==> config.mk <==
export PLATFORM = sky130hd
export DESIGN_NAME = datapath_sequencer_flat
export DESIGN_NICKNAME = d
export VERILOG_FILES = /design/src/rtl/datapath_sequencer_if.sv /design/src/rtl/datapath_sequencer.sv /design/src/flat_wrapper.sv
export SDC_FILE = /design/constraint.sdc
export NUM_CORES = 1
export LEC_CHECK = 0
export ABC_AREA = 1
export CAP_MARGIN = 10
export CORE_ASPECT_RATIO = 2
export CORE_MARGIN = 2
export CORE_UTILIZATION = 51
export CTS_BUF_LIST = sky130_fd_sc_hd__clkbuf_4
export DETAILED_ROUTE_END_ITERATION = 10
export PLACE_DENSITY = 0.77
export SLEW_MARGIN = 20
export SYNTH_ARGS = -nofsm -noshare
export SYNTH_HDL_FRONTEND = slang
export SYNTH_SLANG_ARGS = --single-unit
==> constraint.sdc <==
create_clock -name clk -period 1.6 [get_ports clk]
set_input_delay 0.32 -clock clk [delete_from_list [all_inputs] [get_ports clk]]
set_output_delay 0.32 -clock clk [all_outputs]
set_load 0.02 [all_outputs]
==> src/rtl/datapath_sequencer_if.sv <==
// Sequencer control/status bundle.
// Master drives run control and table writes; slave drives the datapath strobes.
interface datapath_sequencer_if #(
  parameter int ADDR_W = 3,
  parameter int CNT_W  = 4
) ();
  logic              start;
  logic [ADDR_W-1:0] start_addr;
  logic [ADDR_W-1:0] end_addr;
  logic              step_mode;
  logic              step;
  logic              halt;
  logic              cfg_we;
  logic [ADDR_W-1:0] cfg_addr;
  logic              cfg_reg_we;
  logic              cfg_mem_we;
  logic [ADDR_W-1:0] instruction_A;
  logic              RegWrite;
  logic              MemWrite;
  logic              busy;
  logic              done;
  logic [CNT_W-1:0]  retired;

  modport master (
    output start, start_addr, end_addr,
    output step_mode, step, halt,
    output cfg_we, cfg_addr,
    output cfg_reg_we, cfg_mem_we,
    input  instruction_A, RegWrite,
    input  MemWrite, busy, done, retired
  );

  modport slave (
    input  start, start_addr, end_addr,
    input  step_mode, step, halt,
    input  cfg_we, cfg_addr,
    input  cfg_reg_we, cfg_mem_we,
    output instruction_A, RegWrite,
    output MemWrite, busy, done, retired
  );
endinterface

==> src/rtl/datapath_sequencer.sv <==
// Program sequencer: walks an instruction window and
// issues RegWrite/MemWrite from a per-slot enable table.
module datapath_sequencer #(
  parameter int ADDR_W = 3,
  parameter int DEPTH  = 8,
  parameter int CNT_W  = 4
) (
  input logic clk,
  input logic rst,
  datapath_sequencer_if.slave bus
);

  typedef enum logic [2:0] {
    S_IDLE,
    S_RUN,
    S_WAIT,
    S_EXEC,
    S_DONE
  } state_t;

  typedef struct packed {
    logic reg_we;
    logic mem_we;
  } ent_t;

  state_t            state;
  state_t            state_d;
  logic [ADDR_W-1:0] pc;
  logic [ADDR_W-1:0] pc_d;
  logic [ADDR_W-1:0] end_q;
  logic [ADDR_W-1:0] end_d;
  logic [CNT_W-1:0]  retired;
  logic [CNT_W-1:0]  ret_d;
  ent_t              tbl [DEPTH];

  logic              exec;
  logic              cfg_ok;
  logic              at_end;
  logic [ADDR_W-1:0] pc_nxt;
  logic [CNT_W-1:0]  ret_inc;

  assign exec   = (state == S_RUN) ||
                  (state == S_EXEC);
  assign cfg_ok = (state == S_IDLE) ||
                  (state == S_DONE);
  assign at_end = (pc == end_q);
  assign pc_nxt = pc + ADDR_W'(1);

  // Saturate so a full window never wraps the count.
  always_comb begin
    ret_inc = retired;
    if (retired != CNT_W'(DEPTH))
      ret_inc = retired + CNT_W'(1);
  end

  always_comb begin
    state_d = state;
    pc_d    = pc;
    end_d   = end_q;
    ret_d   = retired;
    unique case (state)
      S_IDLE: begin
        if (bus.start) begin
          pc_d    = bus.start_addr;
          end_d   = bus.end_addr;
          ret_d   = '0;
          state_d = bus.step_mode ? S_WAIT
                                  : S_RUN;
        end
      end
      S_RUN: begin
        ret_d = ret_inc;
        if (bus.halt)
          state_d = S_IDLE;
        else if (at_end)
          state_d = S_DONE;
        else
          pc_d = pc_nxt;
      end
      S_WAIT: begin
        if (bus.halt)
          state_d = S_IDLE;
        else if (bus.step)
          state_d = S_EXEC;
      end
      S_EXEC: begin
        ret_d = ret_inc;
        if (bus.halt) begin
          state_d = S_IDLE;
        end else if (at_end) begin
          state_d = S_DONE;
        end else begin
          pc_d    = pc_nxt;
          state_d = S_WAIT;
        end
      end
      S_DONE: state_d = S_IDLE;
      default: state_d = S_IDLE;
    endcase
  end

  always_ff @(posedge clk) begin
    if (rst) begin
      state   <= S_IDLE;
      pc      <= '0;
      end_q   <= '0;
      retired <= '0;
      for (int i = 0; i < DEPTH; i++)
        tbl[i] <= '0;
    end else begin
      state   <= state_d;
      pc      <= pc_d;
      end_q   <= end_d;
      retired <= ret_d;
      if (bus.cfg_we && cfg_ok)
        tbl[bus.cfg_addr] <= '{
          reg_we: bus.cfg_reg_we,
          mem_we: bus.cfg_mem_we
        };
    end
  end

  assign bus.instruction_A = pc;
  assign bus.RegWrite = exec & tbl[pc].reg_we;
  assign bus.MemWrite = exec & tbl[pc].mem_we;
  assign bus.busy     = exec ||
                        (state == S_WAIT);
  assign bus.done     = (state == S_DONE);
  assign bus.retired  = retired;

endmodule

==> src/flat_wrapper.sv <==
// flat-port wrapper written by rule: the top's interface ports become plain ports
module datapath_sequencer_flat 
#(
  parameter int ADDR_W = 3,
  parameter int DEPTH  = 8,
  parameter int CNT_W  = 4
)
  (clk, rst, bus_start, bus_start_addr, bus_end_addr, bus_step_mode, bus_step, bus_halt, bus_cfg_we, bus_cfg_addr, bus_cfg_reg_we, bus_cfg_mem_we, bus_instruction_A, bus_RegWrite, bus_MemWrite, bus_busy, bus_done, bus_retired);
  datapath_sequencer_if #(.ADDR_W(ADDR_W), .CNT_W(CNT_W)) bus_i ();
  input logic clk;
  input logic rst;
  input wire logic [$bits(bus_i.start)-1:0] bus_start;
  input wire logic [$bits(bus_i.start_addr)-1:0] bus_start_addr;
  input wire logic [$bits(bus_i.end_addr)-1:0] bus_end_addr;
  input wire logic [$bits(bus_i.step_mode)-1:0] bus_step_mode;
  input wire logic [$bits(bus_i.step)-1:0] bus_step;
  input wire logic [$bits(bus_i.halt)-1:0] bus_halt;
  input wire logic [$bits(bus_i.cfg_we)-1:0] bus_cfg_we;
  input wire logic [$bits(bus_i.cfg_addr)-1:0] bus_cfg_addr;
  input wire logic [$bits(bus_i.cfg_reg_we)-1:0] bus_cfg_reg_we;
  input wire logic [$bits(bus_i.cfg_mem_we)-1:0] bus_cfg_mem_we;
  output wire logic [$bits(bus_i.instruction_A)-1:0] bus_instruction_A;
  output wire logic [$bits(bus_i.RegWrite)-1:0] bus_RegWrite;
  output wire logic [$bits(bus_i.MemWrite)-1:0] bus_MemWrite;
  output wire logic [$bits(bus_i.busy)-1:0] bus_busy;
  output wire logic [$bits(bus_i.done)-1:0] bus_done;
  output wire logic [$bits(bus_i.retired)-1:0] bus_retired;
  assign bus_i.start = bus_start;
  assign bus_i.start_addr = bus_start_addr;
  assign bus_i.end_addr = bus_end_addr;
  assign bus_i.step_mode = bus_step_mode;
  assign bus_i.step = bus_step;
  assign bus_i.halt = bus_halt;
  assign bus_i.cfg_we = bus_cfg_we;
  assign bus_i.cfg_addr = bus_cfg_addr;
  assign bus_i.cfg_reg_we = bus_cfg_reg_we;
  assign bus_i.cfg_mem_we = bus_cfg_mem_we;
  assign bus_instruction_A = bus_i.instruction_A;
  assign bus_RegWrite = bus_i.RegWrite;
  assign bus_MemWrite = bus_i.MemWrite;
  assign bus_busy = bus_i.busy;
  assign bus_done = bus_i.done;
  assign bus_retired = bus_i.retired;
  datapath_sequencer #(.ADDR_W(ADDR_W), .DEPTH(DEPTH), .CNT_W(CNT_W)) u_core (.clk(clk), .rst(rst), .bus(bus_i));
endmodule
==> results of run 1 <==
==> metrics by stage <==
stage	worst slack (ps)	hold WS, ps	power (uW)
3_3_place_gp	-249	452	1600
6_report	-108	470	2200
3_5_place_dp	-296	463	1610
2_1_floorplan	179	389	1370
4_1_cts	-132	477	2220
5_1_grt	-251	497	2340
==> logic make-up after synthesis <==
group	after synthesis
adder cells (fa/ha/maj)	3
buffers and inverters	31
XOR/XNOR	2
AND/OR/NAND/NOR	119
multiplexers	2
flip-flops	32
AO/OA/AOI/OAI	28
==> final cells by class <==
class / instances / area, um^2
clock buffers: 6 / 45.0
clock inverters: 2 / 35.0
fillers: 276 / 998
inverters: 29 / 111
multi-input cells: 154 / 758
flip-flops and latches: 32 / 807
well taps: 31 / 38.8
repair buffers: 42 / 363
==> worst paths after layout <==
path              cells past startpoint  slack [ps]               end
hold / removal                        2         470   u_core.end_q[1]
hold reg to reg                       2         470   u_core.end_q[1]
setup / recovery                      6        -110      bus_RegWrite
setup reg to reg                      7         230  u_core.tbl[0][0]
==> per-layer routing <==
metal  global-route usage [%]  vias up
li1                         -      786
met4                     15.7        0
met3                     5.11       13
met5                        0        -
met1                     18.9      723
met2                     44.3       39
==> repair_timing <==
item	in CTS	in global routing
setup endpoints to repair	11	6
pin swaps	0	1
resized for setup	31	7
hold buffers	0	0
==> worst min-delay path, delay by kind of cell (launching register included) <==
family | cells | cell delay [ps]
DFF | 1 | 320
AOI/OAI and AO/OA | 1 | 50
buffers and inverters | 1 | 60
==> layout by cell type, fill, tap and decap left out, types with 2 or more instances in the layout <==
master            n
nor3_1            2
edfxtp_1         16
mux2i_1           2
o22ai_1           2
buf_2             3
inv_2             5
o21ai_1           7
nor2_1           44
dlygate4sd2_1     7
inv_1            23
nor2_2            4
ha_1              3
buf_4            14
o21ai_0           8
nand2_2           2
clkdlybuf4s50_1  17
nand3_1           7
a21oi_1           7
clkbuf_4          6
dfxtp_1          13
dfxtp_2           2
nand2_1          54
==> flip-flops by register name, summed over array words and instances (netlist names), named ones only <==
signal / flops
u_core.bus.instruction_A: 3
u_core.end_q: 3
u_core.tbl: 16
u_core.state: 3
u_core.bus.retired: 4
==> power by group through the flow <==
stage / clock [uW] / sequential [uW] / combinational, uW
after global placement: 0 / 1000 / 601
after detailed placement: 0 / 1000 / 610
after floorplan: 0 / 1010 / 357
final: 614 / 990 / 599
after global routing: 662 / 1000 / 674
after CTS: 633 / 989 / 603
==> flow_metrics.py, run 1 <==
metrics = {
    "power": {
        "intPower_uw": 1530,
        "power_density_nw_per_um2": 1020,
        "combPwrFrac_pct": 27.2,
        "p_sw_uw": 678,
        "switching_share_pct": 30.8,
        "pwr-share-seq_pct": 44.9,
        "ir_worst_vdd_uv": 715,
        "p_clk_share_pct": 27.9,
        "power.leakage_uw": 0.00101,
    },
    "final_layout": {
        "drive_gt1_share_pct": 18.1,
        "syn2layout_area_growth_pct": 28.8,
        "layoutNonFillerInstCount": 296,
        "fin_area_um2": 2160,
        "num_antenna_cells": 0,
        "nets": 285,
        "final_util_pct": 68.4,
    },
    "yosys": {
        "synth_top_area_share_pct": 28.7,
        "syn_inst": 217,
        "syn_area_per_cell_um2": 7.72,
        "seq_area_frac_synth_pct": 47.8,
        "syn_nets": 238,
        "synthTopCellsByCount": "54 x nand2_1, 46 x nor2_1, 24 x inv_1",
        "synth-main-ff-cell": "edfxtp_1",
        "synth_area_um2": 1680,
        "synth.mux.area_fraction_pct": 1.19,
        "synth_area_leaders": "edfxtp_1 29%, dfxtp_1 19%, nand2_1 12%",
        "synth-simple-area-share_pct": 30.8,
        "synth_cell_types": 30,
        "async_flop_share_pct": 0,
        "yosys.area.top_type": "edfxtp_1",
        "yosys_warnings": 0,
        "synth_edf_count": 16,
        "synth_xor_xnor_area_share_pct": 1.49,
        "synth_top_family_by_area": "simple AND/OR/NAND/NOR gates",
        "yosys_register_bits": 32,
        "post-synth-top-count-cell": "nand2_1",
        "synth_compound_area_share_pct": 9.26,
        "synthAdderAreaFrac_pct": 2.24,
    },
    "floorplanning": {
        "die_x_um": 44.5,
        "core_region_area_um2": 3160,
        "dieHeight_um": 85.1,
        "io_pins": 29,
        "initial_core_util_pct": 53.1,
        "rows": 29,
        "die_area_um2": 3790,
    },
    "placed_design": {
        "io_buffers": 28,
        "place_area_um2": 2090,
        "place_congestion": 0.877,
        "post-place-cells": 288,
        "dp_hpwl_mm": 3.00,
    },
    "route": {
        "wl_per_cell_um": 12.9,
        "met2_length_mm": 2.31,
        "vias": 1561,
        "drtPass1Iterations": 7,
        "top_layer": "met4",
        "wl_met3_um": 124,
        "drtIter0Drc": 31,
        "routed_wl_mm": 3.82,
        "drt_drc_violations_left": 0,
        "antenna_left": 0,
        "viasPerCell": 5.27,
        "drt-met1-wl_mm": 1.22,
    },
    "timing": {
        "rsz0062_at_grt": "yes",
        "min_period_over_period_pct": 107,
        "tightest_slew_ps": 355,
        "hold_violations": 0,
        "tns_ps": -203,
        "slew-limit-headroom_pct": 76.2,
        "finClkSkew_ps": 10.5,
        "timing.final.ws_setup_ps": -108,
        "finalSetupViolCount": 2,
        "min_period_ps": 1710,
        "drv_slew": 0,
        "fmax_mhz": 585,
    },
    "clock_tree": {
        "cts_buffers": 5,
        "clk_path_buf_depth": 2,
        "post_cts_buffers": 0,
        "cts_max_level": 2,
        "cts_tree": "built",
        "cts_root_buf": "clkbuf_4",
        "cts.sinks": 32,
        "path_clk_slew_ps": 90,
        "clock_latency_ps": 340,
    },
    "critical_path": {
        "worst-path-buf-inv": 2,
        "slowest_delay_ps": 400,
        "cpMaxStageDelayCell": "dfxtp_4",
        "endpoint_kind": "primary output",
        "cpMostUsedCell": "nor2_1",
        "critPathLaunchType": "flip-flop",
        "critPathMaxFanout": 8,
        "cp_cell_sequence": "buf_6 > mux2i_1 > o22ai_1 > nor2_1 > nor2_1 > buf_4",
        "critPathKind": "flip-flop to primary output",
        "crit_family": "flip-flops",
        "reg2reg_from": "u_core.state[0]",
        "crit_required_ps": 1280,
        "crit_arrival_ps": 1390,
    },
    "global_routing": {
        "antenna_found_initial": 0,
        "grt-ovfl-total": 0,
        "grt_pass1_vias": 1579,
        "track_usage_pct": 23.3,
        "grt_start_max_net_pins": 17,
        "grt_pass1_wl_mm": 6.35,
    },
    "run_status": {
        "violations": "negative setup slack",
        "status": "complete, but fails checks",
    },
    "hold_path": {
        "worstHoldStart": "u_core.end_q[1]",
        "hp-class": "flip-flop to flip-flop",
    },
    "job": {
        "cap_viol_max_count": 0,
    },
}
No activity file was read; power rests on OpenSTA's default activity.
==> run 2, diff against run 1 <==
- CORE_UTILIZATION: 51 -> 54
- GPL_TIMING_DRIVEN: default -> 1
- PLACE_DENSITY: 0.77 -> 0.81
==> run 2 against run 1 <==
  * Sequential power down 0.4%
  * Cell area rose by 0.12%
  * Sequential share of layout area is essentially flat
  * Non-clock buffer count grew 5
  * Count of clock-buffer cells in the layout is 1 lower
  * The run still ends with negative setup slack left
  * Register-to-register slack got worse by 80 ps
  * Wire length is 4.5% lower
  * Die area shrank 5.2%
==> flow_metrics.py, run 2 (synthesized netlist as in run 1, its figures left out) <==
metrics = {
    "placed_design": {
        "place_congestion": 0.816,
        "io_buffers": 28,
        "post-place-cells": 292,
        "dp_hpwl_mm": 2.94,
    },
    "job": {
        "cap_viol_max_count": 0,
    },
    "final_layout": {
        "n_fill_cell": 250,
        "final_util_pct": 73.4,
        "nets": 290,
        "drive_gt1_share_pct": 18.5,
        "regMostFlops": "u_core.tbl",
        "layoutNonFillerInstCount": 300,
        "top_regs": "u_core.tbl (16), u_core.bus.retired (4)",
        "largest_reg_flops": 16,
        "syn2layout_area_growth_pct": 29.0,
        "layout_common_cells": "54 x nand2_1, 46 x nor2_1, 23 x inv_1",
        "num_antenna_cells": 0,
        "final_common_cell": "nand2_1",
    },
    "timing": {
        "rsz0062_at_grt": "yes",
        "drv_slew": 0,
        "slew-limit-headroom_pct": 78.2,
        "hold_violations": 0,
        "finClkSkew_ps": 8.46,
        "min_period_ps": 1740,
        "timing.final.ws_setup_ps": -140,
        "fmax_mhz": 575,
        "min_period_over_period_pct": 109,
        "tightest_slew_ps": 324,
        "finalSetupViolCount": 2,
    },
    "power": {
        "power_density_nw_per_um2": 928,
        "finalPower_uw": 2000,
        "power.leakage_uw": 0.00102,
        "ir_worst_vdd_uv": 754,
    },
    "route": {
        "drt_drc_violations_left": 0,
        "antenna_left": 0,
        "viasPerCell": 5.10,
        "drtIter0Drc": 35,
        "drtPass1Iterations": 5,
        "wl_per_cell_um": 12.2,
        "vias": 1531,
        "routed_wl_mm": 3.65,
    },
    "hold_path": {
        "hp-class": "flip-flop to flip-flop",
    },
    "clock_tree": {
        "cts_root_buf": "clkbuf_4",
        "cts_tree": "built",
        "path_clk_slew_ps": 100,
        "cts_hold_buf": 0,
        "cts_max_level": 2,
        "clk_path_buf_depth": 2,
        "cts.sinks": 32,
        "clock_latency_ps": 330,
        "cts_buffers": 5,
    },
    "floorplanning": {
        "io_pins": 29,
        "initial_core_util_pct": 56.9,
        "die_x_um": 43.4,
        "die_area_um2": 3590,
        "rows": 28,
        "core_region_area_um2": 2940,
        "dieHeight_um": 82.8,
    },
    "global_routing": {
        "grt_pass1_wl_mm": 6.06,
        "track_usage_pct": 23.6,
        "grt_pass1_vias": 1491,
        "antenna_found_initial": 0,
        "grt_start_max_net_pins": 17,
        "grt-ovfl-total": 0,
    },
    "critical_path": {
        "r2r_slack_ps": 150,
        "critPathMaxFanout": 8,
        "critPathKind": "flip-flop to primary output",
        "endpoint_kind": "primary output",
        "crit_arrival_ps": 1420,
        "crit_required_ps": 1280,
        "critPathLaunchType": "flip-flop",
    },
    "run_status": {
        "violations": "negative setup slack",
        "status": "complete, but fails checks",
    },
}
==> run 2: per-stage QoR <==
step / hold slack [ps] / cell area (um^2) / setup WS [ps] / TNS [ps]
after floorplan: 389 / 1680 / 179 / 0
after global placement: 462 / 2130 / -246 / -5120
after detailed placement: 465 / 2130 / -300 / -5880
after CTS: 480 / 2160 / -144 / -279
after global routing: 512 / 2160 / -238 / -464
final: 477 / 2160 / -140 / -258
==> run 2: cell type report <==
cell class	count	area, um^2	share of cell area [%]
Sequential cell	32	807	37.3
Clock buffer	5	37.5	1.74
Clock inverter	3	13.8	0.637
Timing Repair Buffer	47	400	18.5
Multi-Input combinational cell	154	753	34.9
Tap cell	30	37.5	1.74
Inverter	29	111	5.15
==> run 2: timing repair <==
item | CTS | global route
buffers inserted | 0 | 0
pin swaps | 0 | 3
endpoints found under the hold margin | 0 | 0
endpoints found under the setup margin | 11 | 4
resized for setup | 26 | 6
gates cloned | 0 | 0
==> run 2: final timing paths <==
kind | from | to | depth (start not counted)
max | flip-flop | bus_MemWrite | 6
min | u_core.end_q[2] | u_core.end_q[2] | 2
max reg2reg | u_core.state[1] | u_core.tbl[5][1] | 7
min reg2reg | u_core.end_q[2] | u_core.end_q[2] | 2
==> run 2: worst max-delay path: stages, from the launching register on <==
cell and delay, ps:
dfxtp_4 400, buf_6 110, mux2i_1 170, o22ai_1 100
nor2_1 110, nor2_1 60, buf_4 150
==> run 2: layer usage <==
layer | vias to the layer above | part of all wire, % | global-route usage [%]
li1 | 801 | - | -
met1 | 681 | 33 | 18.6
met2 | 37 | 60 | 48.4
met3 | 12 | 3.3 | 4.11
met4 | 0 | 4.2 | 15.8
met5 | - | 0 | 0
==> run 2: report_power, final <==
part	internal [uW]	total [uW]	switching, uW	leakage (uW)
Clock	161	434	273	0.0000324
Combinational	245	584	339	0.000688
Sequential	930	986	56.6	0.000298
Total	1340	2000	669	0.00102
==> RTL change: new RTL, config.mk and constraints of run 2 <==
The 5 states of `state_t` get a one-hot encoding in 5 bits.
--- a/src/rtl/datapath_sequencer.sv
+++ b/src/rtl/datapath_sequencer.sv
@@ -10,12 +10,12 @@
   datapath_sequencer_if.slave bus
 );
 
-  typedef enum logic [2:0] {
-    S_IDLE,
-    S_RUN,
-    S_WAIT,
-    S_EXEC,
-    S_DONE
+  typedef enum logic [4:0] {
+    S_IDLE = 5'b00001,
+    S_RUN  = 5'b00010,
+    S_WAIT = 5'b00100,
+    S_EXEC = 5'b01000,
+    S_DONE = 5'b10000
   } state_t;
 
   typedef struct packed {
Function: same outputs for any inputs over 10 cycles, from zero or initial values and one cycle with rst high; not proved beyond that.
==> RTL change against run 2 <==
  * The flow still finishes with violations (negative setup slack)
  * Clock skew is 0.0020 ns lower
  * Cell area up 23%
  * Combinational power is 45% higher
  * Non-clock buffer count increased by 10
  * Critical path depth did not move
  * Count of clock-buffer cells in the layout is the same
  * Die area up 8.3%
  * Area after synthesis rose by 9.0%
  * Cell count up 7.7%
  * Routed wire length is 47% higher
  * Register-to-register slack worse by 0.28 ns
  * Total power rose by 28%
  * Sequential cell count up 2
  * Worst setup slack worse by 0.022 ns
  * Highest routed layer unchanged
==> RTL change: results (changes against run 2) <==
* Status: finished, violations left
* Failing checks: negative setup slack
* Final worst slack at -0.1624 ns (-0.02210 ns)
* GRT Util Overall at 27.41% (+3.8 points)
* Vias per cell at 5.700 (+12%)
* Grt met1 use at 21.30% (+2.7 points)
* R2r endpoint: u_core.tbl[4][0]
* Final design utilization at 83.11% (+9.7 points)
* Post-placement cell count at 305 (+4.5%)
* Worst hold slack at 0.4968 ns (+0.01963 ns)
* Layout cells sized above 1 at 39.04% (+21 points)
* DRT Pass-1 Iters at 4 (-1)
* Met3 WL at 213 µm (+79%)
* Syn Nets at 252 (+5.9%)
* Register area share after synthesis at 46.06% (-1.7 points)
* Main synth FF type: dfxtp_1
* Placer Congestion at 0.7862 (-3.7%)
* Setup violations, final at 30 (+28)
* Met2 GRT Util at 53.51% (+5.1 points)
* #MultiIn Comb at 168 (+9.1%)
* Setup TNS at -2.640 ns (-2.382 ns)
* Fill cell count at 181 (-28%)
* Largest registers: u_core.tbl (16), u_core.state (5), u_core.bus.retired (4)
* First-pass GRT wire length at 7.576 mm (+25%)
* Worst clock skew at 0.006455 ns (-0.002005 ns)
* Synth Area in XOR/XNOR at 1.439% (-0.054 points)
* DP Wirelength at 3.338 mm (+14%)
* Reg2reg start: u_core.state[0]
* Clock-cell share of area at 2.923% (+0.55 points)
* Synth Area in Compound Gates at 8.293% (-0.97 points)
* Mux contribution to synthesized area at 0% (-1.2 points)
* Leak pwr at 1.151 nW (+13%)
* FF-to-FF setup slack at -0.13 ns (-0.28 ns)
* Metal2 WL at 3.134 mm (+43%)
* Met1 Wirelength at 1.674 mm (+40%)
* Die Span X at 45.11 µm (+4.0%)
RTL change: cell count changes in the layout (fill, tap and decap cells not counted), sizes merged, moves of 3 or more:
cell | before | now
nand2 | 57 | 53
buf | 22 | 33
a21oi | 8 | 12
nor2 | 48 | 56
inv | 29 | 25
nand3 | 8 | 13
nand4 | 2 | 5
RTL change: timing repair:
action | CTS | global route
setup buffers | 6 | 5
resized for setup | 64 | 48
pin swaps | 10 | 18
setup endpoints to repair | 33 | 49
RTL change: worst reg2reg max path, cell delays in order, from the launching register on:
cell	delay (ns)
dfxtp_4	0.41
inv_4	0.05
buf_4	0.13
nor2_4	0.12
nand3_2	0.10
o21ai_2	0.08
nand3_2	0.15
nor2_4	0.21
nand2_2	0.12
nand2_2	0.10
RTL change: report_power, final:
group	leakage (nW)	internal, mW	switching [mW]
clock network	0.0450	0.323	0.309
logic	0.789	0.361	0.484
registers	0.317	0.992	0.0901
total	1.15	1.68	0.883
